==> config.mk <==
export PLATFORM = sky130hd
export DESIGN_NAME = dmem_lsu
export DESIGN_NICKNAME = d
export VERILOG_FILES = /design/src/rtl/dmem_lsu_pkg.sv /design/src/rtl/dmem_lsu_lane_align.sv /design/src/rtl/dmem_lsu.sv
export SDC_FILE = /design/constraint.sdc
export NUM_CORES = 1
export LEC_CHECK = 0
export ABC_CLOCK_PERIOD_IN_PS = 2100
export BUFFER_PORTS_ARGS = -buffer_cell sky130_fd_sc_hd__buf_2
export CORE_MARGIN = 1.5
export CORE_UTILIZATION = 45
export CTS_CLUSTER_SIZE = 20
export DETAILED_ROUTE_END_ITERATION = 10
export PLACE_DENSITY_LB_ADDON = 0.3
export SLEW_MARGIN = 20
export SYNTH_ARGS = -nofsm -noshare
export SYNTH_HDL_FRONTEND = slang
export SYNTH_HIERARCHICAL = 1
export SYNTH_SLANG_ARGS = --single-unit
==> constraint.sdc <==
create_clock -name clk -period 2.1 [get_ports clk]
set_clock_uncertainty 0.05 [all_clocks]
set_input_delay 0.315 -clock clk [delete_from_list [all_inputs] [get_ports clk]]
set_output_delay 0.315 -clock clk [all_outputs]
set_load 0.01 [all_outputs]
==> src/rtl/dmem_lsu_pkg.sv <==
// Shared definitions for the dmem_lsu load/store unit: funct3 encodings,
// FSM state encoding and the byte-lane mask helper.
package dmem_lsu_pkg;

    localparam logic [2:0] F3_B  = 3'b000;
    localparam logic [2:0] F3_H  = 3'b001;
    localparam logic [2:0] F3_W  = 3'b010;
    localparam logic [2:0] F3_BU = 3'b100;
    localparam logic [2:0] F3_HU = 3'b101;

    typedef enum logic [2:0] {
        IDLE,
        LD_WAIT,
        LD_HI,
        LD_MRG,
        ST_HI
    } lsu_state_e;

    // Bits [3:0] are the lanes of the addressed word, bits [7:4] the lanes
    // that spill into the next word.
    function automatic logic [7:0] lane_mask(input logic [1:0] size, input logic [1:0] off);
        logic [7:0] base;
        case (size)
            2'b00:   base = 8'h01;
            2'b01:   base = 8'h03;
            2'b10:   base = 8'h0F;
            default: base = 8'h00;
        endcase
        return base << off;
    endfunction

endpackage

==> src/rtl/dmem_lsu_lane_align.sv <==
// Load-data alignment: shifts the addressed bytes down to bit 0 and
// sign/zero-extends them according to funct3.
import dmem_lsu_pkg::*;

module lsu_lane_align (
    input  logic [63:0] data_i,
    input  logic [1:0]  offset_i,
    input  logic [2:0]  funct3_i,
    output logic [31:0] rdata_o
);

    logic [31:0] word;

    always_comb begin
        word = 32'(data_i >> {offset_i, 3'b000});
        case (funct3_i)
            F3_B:    rdata_o = {{24{word[7]}}, word[7:0]};
            F3_H:    rdata_o = {{16{word[15]}}, word[15:0]};
            F3_BU:   rdata_o = {24'h0, word[7:0]};
            F3_HU:   rdata_o = {16'h0, word[15:0]};
            default: rdata_o = word;
        endcase
    end

endmodule

==> src/rtl/dmem_lsu.sv <==
// Load/store unit between the MEM stage and RAM port A. Word-crossing
// accesses are split into two RAM cycles when DMEM_LSU_MISALIGN_SPLIT_EN is
// defined; otherwise they are rejected with misalign_fault.
import dmem_lsu_pkg::*;

module dmem_lsu (
    input  logic        clk,
    input  logic        rst,
    input  logic        req_valid,
    output logic        req_ready,
    input  logic        req_we,
    input  logic [2:0]  req_funct3,
    input  logic [31:0] req_addr,
    input  logic [31:0] req_wdata,
    output logic        resp_valid,
    output logic [31:0] resp_rdata,
    output logic        misalign_fault,
    output logic [3:0]  ram_we,
    output logic [29:0] ram_addr,
    output logic [31:0] ram_din,
    input  logic [31:0] ram_dout
);

    lsu_state_e  state_q;
    logic [2:0]  funct3_q;
    logic [1:0]  off_q;
    logic        resp_valid_q;
    logic [31:0] resp_rdata_q;
    logic        fault_q;

    logic [7:0]  mask_full;
    logic        crossing;
    logic [63:0] align_data;
    logic [31:0] align_rdata;

`ifdef DMEM_LSU_MISALIGN_SPLIT_EN
    logic [29:0] addr_hi_q;
    logic [3:0]  we_hi_q;
    logic [31:0] din_hi_q;
    logic [31:0] lo_q;
    logic [31:0] din_hi;

    assign din_hi = 32'(({32'h0, req_wdata} << {req_addr[1:0], 3'b000}) >> 32);
`endif

    assign mask_full = lane_mask(req_funct3[1:0], req_addr[1:0]);
    assign crossing  = |mask_full[7:4];

    assign req_ready      = (state_q == IDLE);
    assign resp_valid     = resp_valid_q;
    assign resp_rdata     = resp_rdata_q;
    assign misalign_fault = fault_q;

    // In IDLE the RAM port follows the request so the RAM samples it at E0.
    always_comb begin
        // NOTE: every output gets a default before the branches so no latch is inferred.
        ram_addr = req_addr[31:2];
        ram_din  = req_wdata << {req_addr[1:0], 3'b000};
        ram_we   = 4'b0000;
        if (state_q == IDLE && req_valid && req_we) begin
`ifdef DMEM_LSU_MISALIGN_SPLIT_EN
            ram_we = mask_full[3:0];
`else
            ram_we = crossing ? 4'b0000 : mask_full[3:0];
`endif
        end
`ifdef DMEM_LSU_MISALIGN_SPLIT_EN
        if (state_q == LD_HI) begin
            ram_addr = addr_hi_q;
        end
        if (state_q == ST_HI) begin
            ram_addr = addr_hi_q;
            ram_din  = din_hi_q;
            ram_we   = we_hi_q;
        end
`endif
        if (rst) begin
            ram_we = 4'b0000;
        end
    end

    always_comb begin
        align_data = {32'h0, ram_dout};
`ifdef DMEM_LSU_MISALIGN_SPLIT_EN
        if (state_q == LD_MRG) begin
            align_data = {ram_dout, lo_q};
        end
`endif
    end

    lsu_lane_align u_align (
        .data_i   (align_data),
        .offset_i (off_q),
        .funct3_i (funct3_q),
        .rdata_o  (align_rdata)
    );

    // NOTE: sequential state uses non-blocking assignments only, so every
    // register samples pre-edge values regardless of statement order.
    always_ff @(posedge clk or posedge rst) begin
        if (rst) begin
            // NOTE: datapath copies are reset too; they are few flops and this
            // keeps simulation free of X on the response bus.
            state_q      <= IDLE;
            funct3_q     <= 3'b000;
            off_q        <= 2'b00;
            resp_valid_q <= 1'b0;
            resp_rdata_q <= 32'h0;
            fault_q      <= 1'b0;
`ifdef DMEM_LSU_MISALIGN_SPLIT_EN
            addr_hi_q    <= 30'h0;
            we_hi_q      <= 4'b0000;
            din_hi_q     <= 32'h0;
            lo_q         <= 32'h0;
`endif
        end else begin
            resp_valid_q <= 1'b0;
            fault_q      <= 1'b0;
            case (state_q)
                IDLE: begin
                    if (req_valid) begin
                        funct3_q <= req_funct3;
                        off_q    <= req_addr[1:0];
`ifdef DMEM_LSU_MISALIGN_SPLIT_EN
                        addr_hi_q <= req_addr[31:2] + 30'd1;
                        we_hi_q   <= mask_full[7:4];
                        din_hi_q  <= din_hi;
`endif
                        if (crossing) begin
`ifdef DMEM_LSU_MISALIGN_SPLIT_EN
                            state_q <= req_we ? ST_HI : LD_HI;
`else
                            resp_valid_q <= 1'b1;
                            fault_q      <= 1'b1;
                            resp_rdata_q <= 32'h0;
`endif
                        end else if (req_we) begin
                            resp_valid_q <= 1'b1;
                            resp_rdata_q <= 32'h0;
                        end else begin
                            state_q <= LD_WAIT;
                        end
                    end
                end
                LD_WAIT: begin
                    resp_valid_q <= 1'b1;
                    resp_rdata_q <= align_rdata;
                    state_q      <= IDLE;
                end
`ifdef DMEM_LSU_MISALIGN_SPLIT_EN
                LD_HI: begin
                    lo_q    <= ram_dout;
                    state_q <= LD_MRG;
                end
                LD_MRG: begin
                    resp_valid_q <= 1'b1;
                    resp_rdata_q <= align_rdata;
                    state_q      <= IDLE;
                end
                ST_HI: begin
                    resp_valid_q <= 1'b1;
                    resp_rdata_q <= 32'h0;
                    state_q      <= IDLE;
                end
`endif
                default: state_q <= IDLE;
            endcase
        end
    end

endmodule

* After elaboration in Yosys (flattened, before gate mapping)
Cells that the tools add are included.
** Cells by class
- Reductions and logical operators :: 10
- Mux-type cells :: 20
- Shift-type cells :: 3
- Equality and inequality tests :: 10
** Operator list (count)
- $pmux 32 s4 :: 1
- $mux 32 :: 3
- $pmux 32 s2 :: 1
- $shl 32x5->32 :: 1
- $shr 32x5->32 :: 1
- $mux 3 :: 4
- $mux 4 :: 3
- $pmux 4 s3 :: 1
- $shl 8x2->8 :: 1
- $eq 3x1->1 const B :: 2
- $eq 3x3->1 const B :: 2
- $logic_not 3->1 :: 2
- $mux 1 :: 6
- $ne 2x2->1 const B :: 3
- $reduce_and 3->1 :: 2
- $reduce_or 4->1 :: 1
- $ne 3x1->1 const B :: 1
- $eq 2x1->1 const B :: 1
- $eq 2x2->1 const B :: 1
- $logic_and 1x1->1 :: 2
- $logic_not 2->1 :: 1
- $pmux 1 s2 :: 1
- $reduce_and 2->1 :: 1
- $reduce_bool 2->1 :: 1
** Storage, ports and cells
- Bits in registers :: 42
- Logic and storage cells :: 49
- Bits of input ports :: 103

* Longest topological paths before layout
Gate-level depths: netlist of run 1.
- Depth after elaboration :: 7
- Mapped depth :: 8
- Gate-level depth less buffers :: 5

* Modules after synthesis
Netlist of run 1, hierarchy kept.
** Modules (own cells, without submodules)
- dmem_lsu :: seq. area each 1001.0 um^2, instances 1, area each 2464.9 um^2, cells each 299
- lsu_lane_align :: seq. area each 0.0 um^2, instances 1, area each 1119.8 um^2, cells each 101

* Worst setup path after synthesis of run 1
OpenSTA, ideal clock, no wires.
- Path kind :: register -> output
- Start :: register state_q[0]
- End :: output port ram_we[3]
- Arrival time :: 1.449 ns
- Setup slack :: 0.286 ns
- Path buffers :: 2
- Cell stages (with the launch flop) :: 6
- Path through :: dfrtp_1 -> buf_6 -> nand2b_4 -> buf_6 -> or3_4 -> a2111oi_4
** On the way
- Word-level cells in the longest chain between the ends :: 5
** RTL lines
- start, declared :: RTL line dmem_lsu.sv:24 : lsu_state_e state_q;
- start signal, assigned :: RTL line dmem_lsu.sv:104 : state_q <= IDLE;
- start signal, assigned :: RTL line dmem_lsu.sv:141 : state_q <= LD_WAIT;
- start signal, assigned :: RTL line dmem_lsu.sv:148 : state_q <= IDLE;
- $logic_not 3->1 :: RTL line dmem_lsu.sv:60 : if (state_q == IDLE && req_valid && req_we) begin
- $logic_and 1x1->1 (2 in a row) :: RTL line dmem_lsu.sv:60
- $mux 4 :: RTL line dmem_lsu.sv:60
- $mux 4 :: RTL line dmem_lsu.sv:77 : if (rst) begin
- end, declared :: RTL line dmem_lsu.sv:18 : output logic [3:0] ram_we,
Every way passes these cells.

* Final worst setup path of run 1
Same ends and word-level chain as after synthesis.

==> flow_metrics.tcl, run 1 <==
set metrics [dict create \
    drt-pass1-iter-count 4 \
    rsz0062_at_grt "false" \
    drv_slew 0 \
    rows 32 \
    ant_nets 0 \
    avgSynthCellArea_um2 8.96 \
    maxCapViolCount 0 \
    ys.flop_type "dfrtp_1" \
    die_h_um 92.3 \
    cts_buffers 5 \
    postSynthCellCount 400 \
    end_kind "primary output" \
    crit_required_ns 1.74 \
    ctsHoldBuffers 0 \
    place_hpwl_um 7560 \
    start_util_pct 46.4 \
    dieWidth_um 92.3 \
    timing.slew.headroom_pct 65.8 \
    overflow 0 \
    run_status "completed" \
    path_clk_slew_ns 0.08 \
    clock_sinks 40 \
    cts_tree "built" \
    clockBufferDepth 2 \
    p_sw_uw 940 \
    first_iter_violations 148 \
    seq_area_frac_synth_pct 27.9 \
    critical_path_class "reg2out" \
    gp_congestion 0.791 \
    grt_max_degree 41 \
    vias 3386 \
    synth_top_area_share_pct 27.9 \
    area_growth_syn_to_layout_pct 25.1 \
    vias_per_cell 5.18 \
    ys_types 35 \
    final_util_pct 58.0 \
    avgRoutedWirePerCell_um 14.8 \
    seqPwrFrac_pct 36.5 \
    clock-root-buffer "clkbuf_8" \
    grt_pass1_wl_um 15700 \
    syn_area_mm2 0.00358 \
    crit_fanout 2 \
    antenna_found_initial 1 \
    ios 204 \
    cp_data_arrival_time_ns 1.67 \
    fmax_ghz 0.492 \
    nets 655 \
    cp-start-kind "register" \
    dieArea_mm2 0.00851 \
    report.final.setup_viol 0 \
    grt_pass1_vias 3310 \
    worst_pin_slew_ns 0.513 \
    hold_viol 0 \
    ir_worst_vdd_mv 0.275 \
    yosysMostFrequentCell "nand2_1" \
    route.detailed.drc 0 \
    swShare_pct 36.2 \
    core_area_mm2 0.00773 \
    yosys_register_bits 40 \
    worstSkewPairLatency_ns 0.29 \
    power_density_mw_per_mm2 579 \
    ys_warn_count 6 \
    synth_edf_count 0 \
    leakagePower_uw 0.00223 \
    io_buffer_count 143 \
    post-route-period-util_pct 96.9 \
    internal-power_uw 1660 \
    post-route-min-period_ns 2.03 \
    clkPwrFrac_pct 19.5 \
    async_flop_share_pct 100 \
    drive_above_1_share_pct 39.0 \
    wl_um 9710 \
    pwr-share-comb_pct 44.0 \
    cts.htree.levels 2 \
    grt_use_total_pct 23.3 \
    synth_top_area_cell "dfrtp_1" \
    hp-class "in2async" \
    synth_area_leaders "dfrtp_1 28%, mux4_2 19%, nand2_1 10%" \
    setup-tns-final_ns 0 \
    yosys-top-cells-count "99 x nand2_1, 57 x o21ai_0, 40 x dfrtp_1" \
]
-- metal layers --
metal / global-route usage [%] / up-vias / routed length (um)
met5: 0 / - / 0
met3: 5.47 / 29 / 752
met4: 9.49 / 0 / 267
met2: 38.3 / 151 / 4720
met1: 29.4 / 1581 / 3960
li1: - / 1625 / -
-- sequential cells by signal, indices dropped and copies added (netlist names) --
name,count
resp_rdata,32
funct3_q,3
off_q,2
misalign_fault,1
resp_valid,1
state_q,1
-- placed cells by master, fill, tap and decap left out, types with 2 or more instances in the layout --
| cell | instances |
|---|---|
| buf_12 | 4 |
| buf_4 | 14 |
| mux4_1 | 3 |
| a21oi_1 | 11 |
| o21ai_1 | 9 |
| nand2_1 | 99 |
| buf_2 | 143 |
| mux2i_1 | 16 |
| mux4_2 | 31 |
| ha_1 | 2 |
| clkbuf_8 | 5 |
| clkinv_2 | 2 |
| inv_1 | 6 |
| and2_1 | 8 |
| o21ai_0 | 57 |
| a211oi_1 | 8 |
| conb_1 | 49 |
| or2_2 | 2 |
| nor2b_1 | 10 |
| mux2_2 | 4 |
| dfrtp_1 | 39 |
| nor2_1 | 13 |
-- what timing repair did --
action | in CTS | in global routing
setup buffers | 2 | 1
pin swaps | 1 | 1
gates resized for setup | 0 | 2
hold endpoints to repair | 0 | 0
setup endpoints to repair | 1 | 10
-- path summary, 6_finish.rpt --
kind | startpoint | to | slack [ns] | cells after the start
setup / recovery | state_q[0]$_DFFE_PP0P_ | ram_we[3] | 0.07 | 4
max in group asynchronous | rst | off_q[0]$_DFFE_PP0N_ | 1.52 | 3
hold / removal | rst | state_q[0]$_DFFE_PP0P_ | 0.11 | 3
setup reg to reg | off_q[1]$_DFFE_PP0N_ | resp_rdata[16]$_DFFE_PP0P_ | 0.23 | 6
hold reg to reg | resp_rdata[1]$_DFFE_PP0P_ | resp_rdata[1]$_DFFE_PP0P_ | 0.48 | 2
min in group clk | req_funct3[2] | funct3_q[2]$_DFFE_PP0N_ | 0.21 | 2
-- cells by family (layout without fill, tap and decap cells) --
kind of cell	count (synthesis)	in the layout	synth area share [%]
adders and majority gates	2	2	0.698
buffers and inverters	72	175	12.3
DFF	40	40	27.9
muxes	55	55	28.0
and+or+nand+nor	140	140	16.9
AOI/OAI and AO/OA	90	90	14.0
other	1	50	0.105
-- through the flow --
step	setup WS [ns]	hold slack [ns]	area (um2)	instances	power, uW
after floorplan	0.286	0.415	3760	448	1760
after global placement	0.173	0.423	4350	642	2060
after detailed placement	0.0990	0.442	4350	642	2070
after CTS	0.00912	0.124	4450	652	2590
after global routing	0.00119	0.150	4480	654	2770
final	0.0661	0.107	4480	654	2600
-- layout make-up --
cell class	instances	area [um2]
sequential	40	1000
multi-input combinational	336	2340
clock inverter	3	18.8
clock buffer	5	68.8
antenna	1	2.50
tap	102	128
inverter	6	22.5
timing repair buffer	161	901
fill	717	3240
-- power by group through the flow --
stage,Clock (uW),Combinational [uW],Sequential [uW]
floorplan,0,777,988
global placement,0,1100,958
detailed placement,0,1110,963
CTS,521,1120,949
global route,552,1250,964
finish,506,1140,948
-- worst max-delay path: stages, from the launching register on --
cell and delay [ns]:
dfrtp_1 0.40, nand2b_4 0.15, or3_4 0.35, a2111oi_4 0.31, buf_2 0.18
Note: power is estimated with default switching activity, not from simulation.
==> run 2, diff against run 1 <==
CTS_BUF_LIST = sky130_fd_sc_hd__clkbuf_16   (was not set)
==> run 2 against run 1 <==
- register-to-register slack about the same
- worst hold slack better by 0.0079 ns
- fmax up 0.97%
- sequential power about the same
- non-clock buffer count unchanged
- utilization up 0.70 points
- wire length down 1.0%
- global-route usage down 0.10 points
- setup slack better by 0.020 ns
- largest cell class unchanged
==> flow_metrics.tcl, run 2 (synthesis gave the netlist of run 1 again) <==
set metrics [dict create \
    overflow 0 \
    core_area_mm2 0.00773 \
    grt_max_degree 41 \
    gp_congestion 0.791 \
    io_buffer_count 143 \
    cts_tree "built" \
    cp_data_arrival_time_ns 1.65 \
    cts_buffers 5 \
    die_h_um 92.3 \
    cts.htree.levels 2 \
    antenna_found_initial 0 \
    ant_nets 0 \
    report.final.setup_viol 0 \
    clock_sinks 40 \
    place_hpwl_um 7560 \
    drt-pass1-iter-count 4 \
    ctsHoldBuffers 0 \
    power.total_uw 2820 \
    vias 3393 \
    final_common_cell "buf_2" \
    fmax_ghz 0.496 \
    rows 32 \
    ir_worst_vdd_mv 0.319 \
    setup-tns-final_ns 0 \
    end_kind "primary output" \
    worst_pin_slew_ns 0.510 \
    dieArea_mm2 0.00851 \
    crit_fanout 2 \
    hp-class "in2async" \
    grt_pass1_wl_um 15600 \
    most-common-layout-cells "143 x buf_2, 99 x nand2_1, 57 x o21ai_0, 49 x conb_1, 39 x dfrtp_1" \
    rr_worst_depth 6 \
    path_clk_slew_ns 0.06 \
    leakagePower_uw 0.00225 \
    rsz0062_at_grt "false" \
    start_util_pct 46.4 \
    drv_slew 0 \
    wl_um 9610 \
    worstSkewPairLatency_ns 0.28 \
    vias_per_cell 5.20 \
    dieWidth_um 92.3 \
    hold_viol 0 \
    run_status "completed" \
    post-route-min-period_ns 2.01 \
    cp-start-kind "register" \
    critical_path_class "reg2out" \
    nets 655 \
    num_antenna_cells 0 \
    grt_pass1_vias 3305 \
    grt_use_total_pct 23.2 \
    largest_reg_flops 32 \
    drive_above_1_share_pct 39.0 \
    clockBufferDepth 2 \
    avgRoutedWirePerCell_um 14.7 \
    maxCapViolCount 0 \
    route.detailed.drc 0 \
    clock-root-buffer "clkbuf_16" \
    crit_required_ns 1.74 \
    post-route-period-util_pct 95.9 \
    first_iter_violations 148 \
    power_density_mw_per_mm2 622 \
    area_growth_syn_to_layout_pct 26.6 \
    timing.slew.headroom_pct 66.0 \
    ios 204 \
]
-- run 2: worst max-delay path: stages (launching register included) --
cell       delay [ns]
dfrtp_1          0.39
nand2b_4         0.15
or3_4            0.35
a2111oi_4        0.31
buf_2            0.18
-- run 2: worst paths after layout --
kind / to / from / slack [ns]
worst max-delay path: ram_we[3] / state_q[0]$_DFFE_PP0P_ / 0.09
worst min-delay path: misalign_fault$_DFF_PP0_ / rst / 0.12
worst max register to register: resp_rdata[16]$_DFFE_PP0P_ / off_q[1]$_DFFE_PP0N_ / 0.23
worst min register to register: resp_rdata[2]$_DFFE_PP0P_ / resp_rdata[2]$_DFFE_PP0P_ / 0.47
max in group asynchronous: off_q[0]$_DFFE_PP0N_ / rst / 1.51
min in group clk: funct3_q[2]$_DFFE_PP0N_ / req_funct3[2] / 0.22
-- run 2: power by group --
group	leakage (uW)	switching, uW	internal, uW
clock network	0.0000736	298	437
logic	0.00165	589	548
registers	0.000526	71.6	878
total	0.00225	959	1860
-- run 2: routing by layer --
layer | up-vias | track usage [%] | wire [um]
li1 | 1628 | - | -
met1 | 1596 | 29.2 | 3880
met4 | 0 | 8.72 | 239
met2 | 141 | 38.3 | 4690
met5 | - | 0 | 0
met3 | 28 | 5.64 | 797
-- run 2: final cells by class --
type	count	area, um2
fill	706	3190
multi-input combinational	336	2340
sequential	40	1000
timing repair buffer	161	901
tap	102	128
clock buffer	5	125
inverter	6	22.5
clock inverter	3	18.8
-- run 2: what timing repair did --
| action | 4_1_cts | 5_1_grt |
|---|---|---|
| buffers inserted | 2 | 1 |
| pin swaps | 1 | 1 |
| setup endpoints to repair | 1 | 9 |
| resized for setup | 0 | 2 |
| gates cloned | 0 | 0 |
-- run 2: stage by stage --
stage | hold WS (ns) | worst slack [ns] | area, um2 | std cells | util [%]
floorplan | 0.415 | 0.286 | 3760 | 448 | -
global placement | 0.423 | 0.173 | 4350 | 642 | 56.3
detailed placement | 0.442 | 0.0990 | 4350 | 642 | 56.3
CTS | 0.142 | 0.0305 | 4510 | 652 | 58.3
global route | 0.171 | 0.0265 | 4540 | 653 | 58.7
finish | 0.115 | 0.0857 | 4540 | 653 | 58.7
==> run 3, diff against run 2 <==
ABC_AREA = 1   (was not set)
CORE_MARGIN = not set   (was 1.5)
==> run 3 against run 2 <==
- worst hold slack improved by 0.065 ns
- clock power rose by 19%
- largest cell class unchanged
- global-route usage up 1.4 points
- setup slack gained 0.27 ns
- critical path type is now in2out
- largest power group unchanged
==> flow_metrics.tcl, run 3 <==
set metrics [dict create \
    run_status "completed" \
    hold_viol 0 \
    drive_above_1_share_pct 27.4 \
    ys_warn_count 6 \
    end_kind "primary output" \
    gp_congestion 0.789 \
    grt_util_met2_pct 42.6 \
    syn_area_mm2 0.00355 \
    post-route-period-util_pct 83.0 \
    grt_use_total_pct 24.6 \
    final_cell_count_no_fill 797 \
    cts_tree "built" \
    place_hpwl_um 7600 \
    ctsHoldBuffers 0 \
    yosys_register_bits 40 \
    dieWidth_um 90.8 \
    overflow 0 \
    final_util_pct 57.3 \
    ys.flop_type "dfrtp_1" \
    crit_fanout 6 \
    timing.hold.ws_ns 0.181 \
    ant_nets 0 \
    final_common_cell "nand2_1" \
    die_h_um 90.8 \
    area_growth_syn_to_layout_pct 23.9 \
    synth_top_area_share_pct 28.2 \
    drt-pass1-iter-count 5 \
    report.final.setup_viol 0 \
    leakagePower_uw 0.00262 \
    avgRoutedWirePerCell_um 12.8 \
    ys_types 32 \
    power.total_uw 2960 \
    post-route-min-period_ns 1.74 \
    most-common-layout-cells "227 x nand2_1, 143 x buf_2, 79 x nand3_1, 40 x dfrtp_1, 40 x conb_1" \
    yosys-top-cells-count "227 x nand2_1, 79 x nand3_1, 40 x dfrtp_1" \
    grt_max_degree 45 \
    largest_reg_flops 32 \
    nets 797 \
    clock-root-buffer "clkbuf_16" \
    cts.htree.levels 2 \
    timing.slew.headroom_pct 66.1 \
    rsz0062_at_grt "false" \
    route.detailed.drc 0 \
    crit_required_ns 1.74 \
    cts_setup_buffers 0 \
    synth_top_area_cell "dfrtp_1" \
    async_flop_share_pct 100 \
    core_area_mm2 0.00769 \
    seq_area_frac_synth_pct 28.2 \
    hp-class "in2async" \
    met3_usage_pct 4.71 \
    path_clk_slew_ns 0.06 \
    power_density_mw_per_mm2 673 \
    rows 32 \
    n_fill_cell 793 \
    worst_pin_slew_ns 0.509 \
    placedCellCount 787 \
    gr-usage-met1_pct 29.6 \
    vias_per_cell 4.97 \
    drv_slew 0 \
    clock_sinks 40 \
    vias 3963 \
    yosysMostFrequentCell "nand2_1" \
    synth_area_leaders "dfrtp_1 28%, nand2_1 24%, nand3_1 11%" \
    cts_buffers 5 \
    postSynthCellCount 559 \
    ir_worst_vdd_mv 0.319 \
    dieArea_mm2 0.00825 \
    grt_pass1_wl_um 16500 \
    critical_path_class "in2out" \
    cp_data_arrival_time_ns 1.38 \
    setup-tns-final_ns 0 \
    first_iter_violations 262 \
    cts_resized 0 \
    io_buffer_count 143 \
    fmax_ghz 0.574 \
    maxCapViolCount 0 \
    antenna_found_initial 1 \
    grt_pass1_vias 3598 \
    wl_um 10200 \
    avgSynthCellArea_um2 6.35 \
    worstSkewPairLatency_ns 0.28 \
    ios 204 \
    cp-start-kind "input pin" \
    synth_edf_count 0 \
    start_util_pct 46.2 \
    clockBufferDepth 2 \
    gr-max-usage-layer "met2" \
]
-- run 3: cell types whose count changed in the layout (fill, tap and decap cells not counted), moves of 12 or more --
cell / delta
a21oi_1: +16
mux4_2: -31
nand2_1: +128
nand3_1: +78
nand3_2: +13
nor2_1: +12
o21ai_0: -42
-- run 3: where the power goes --
part / internal (uW) / switching [uW]
registers: 886 / 77.6
clock network: 558 / 313
logic: 437 / 689
-- run 3: final cells by class --
type | count | area, um2 | share of cell area (%)
antenna | 2 | 5.00 | 0.114
clock buffer | 5 | 125 | 2.84
clock inverter | 3 | 42.5 | 0.966
inverter | 22 | 86.3 | 1.96
multi-input combinational | 467 | 2180 | 49.4
sequential | 40 | 1000 | 22.7
tap | 102 | 128 | 2.90
timing repair buffer | 156 | 838 | 19.0
-- run 3: worst paths after layout --
check                                           from                    endpoint  slack, ns  cells past startpoint
max in group asynchronous                        rst   resp_rdata[8]$_DFFE_PP0P_       1.47                      3
min in group clk                              req_we      state_q[0]$_DFFE_PP0P_       0.19                      2
hold / removal                                   rst  resp_rdata[15]$_DFFE_PP0P_       0.18                      3
hold reg to reg            resp_rdata[2]$_DFFE_PP0P_   resp_rdata[2]$_DFFE_PP0P_       0.41                      2
setup reg to reg                off_q[0]$_DFFE_PP0N_  resp_rdata[20]$_DFFE_PP0P_       0.47                      7
setup / recovery                       req_funct3[0]                   ram_we[2]       0.36                     10
-- run 3: cell families (layout without fill, tap and decap cells) --
logic type,count (synthesis),count (layout),share of synthesized area (%)
mux,6,6,1.69
other cells,1,42,0.106
flops,40,40,28.2
compound gates,61,61,10.1
simple gates,358,358,44.5
fa+ha+maj,2,2,0.704
buf+inv,91,186,14.7
-- run 3: worst max-delay path, cell delays in order --
cell	delay (ns)
buf_2	0.10
inv_1	0.05
ha_1	0.27
inv_1	0.04
nand2_1	0.07
nand2_1	0.06
nand2_2	0.10
nand4_1	0.12
nor2_1	0.12
buf_2	0.13
-- run 3: per-stage QoR --
| step | instance area (um2) | setup WS, ns |
|---|---|---|
| final | 4400 | 0.357 |
| after detailed placement | 4230 | 0.352 |
| after global placement | 4230 | 0.430 |
| after CTS | 4400 | 0.350 |
| after global routing | 4400 | 0.219 |
| after floorplan | 3700 | 0.430 |
-- run 3: layer usage --
| metal | up-vias | wire [um] |
|---|---|---|
| li1 | 2017 | - |
| met3 | 31 | 663 |
| met2 | 164 | 4980 |
| met1 | 1751 | 4240 |
| met5 | - | 0 |
| met4 | 0 | 333 |
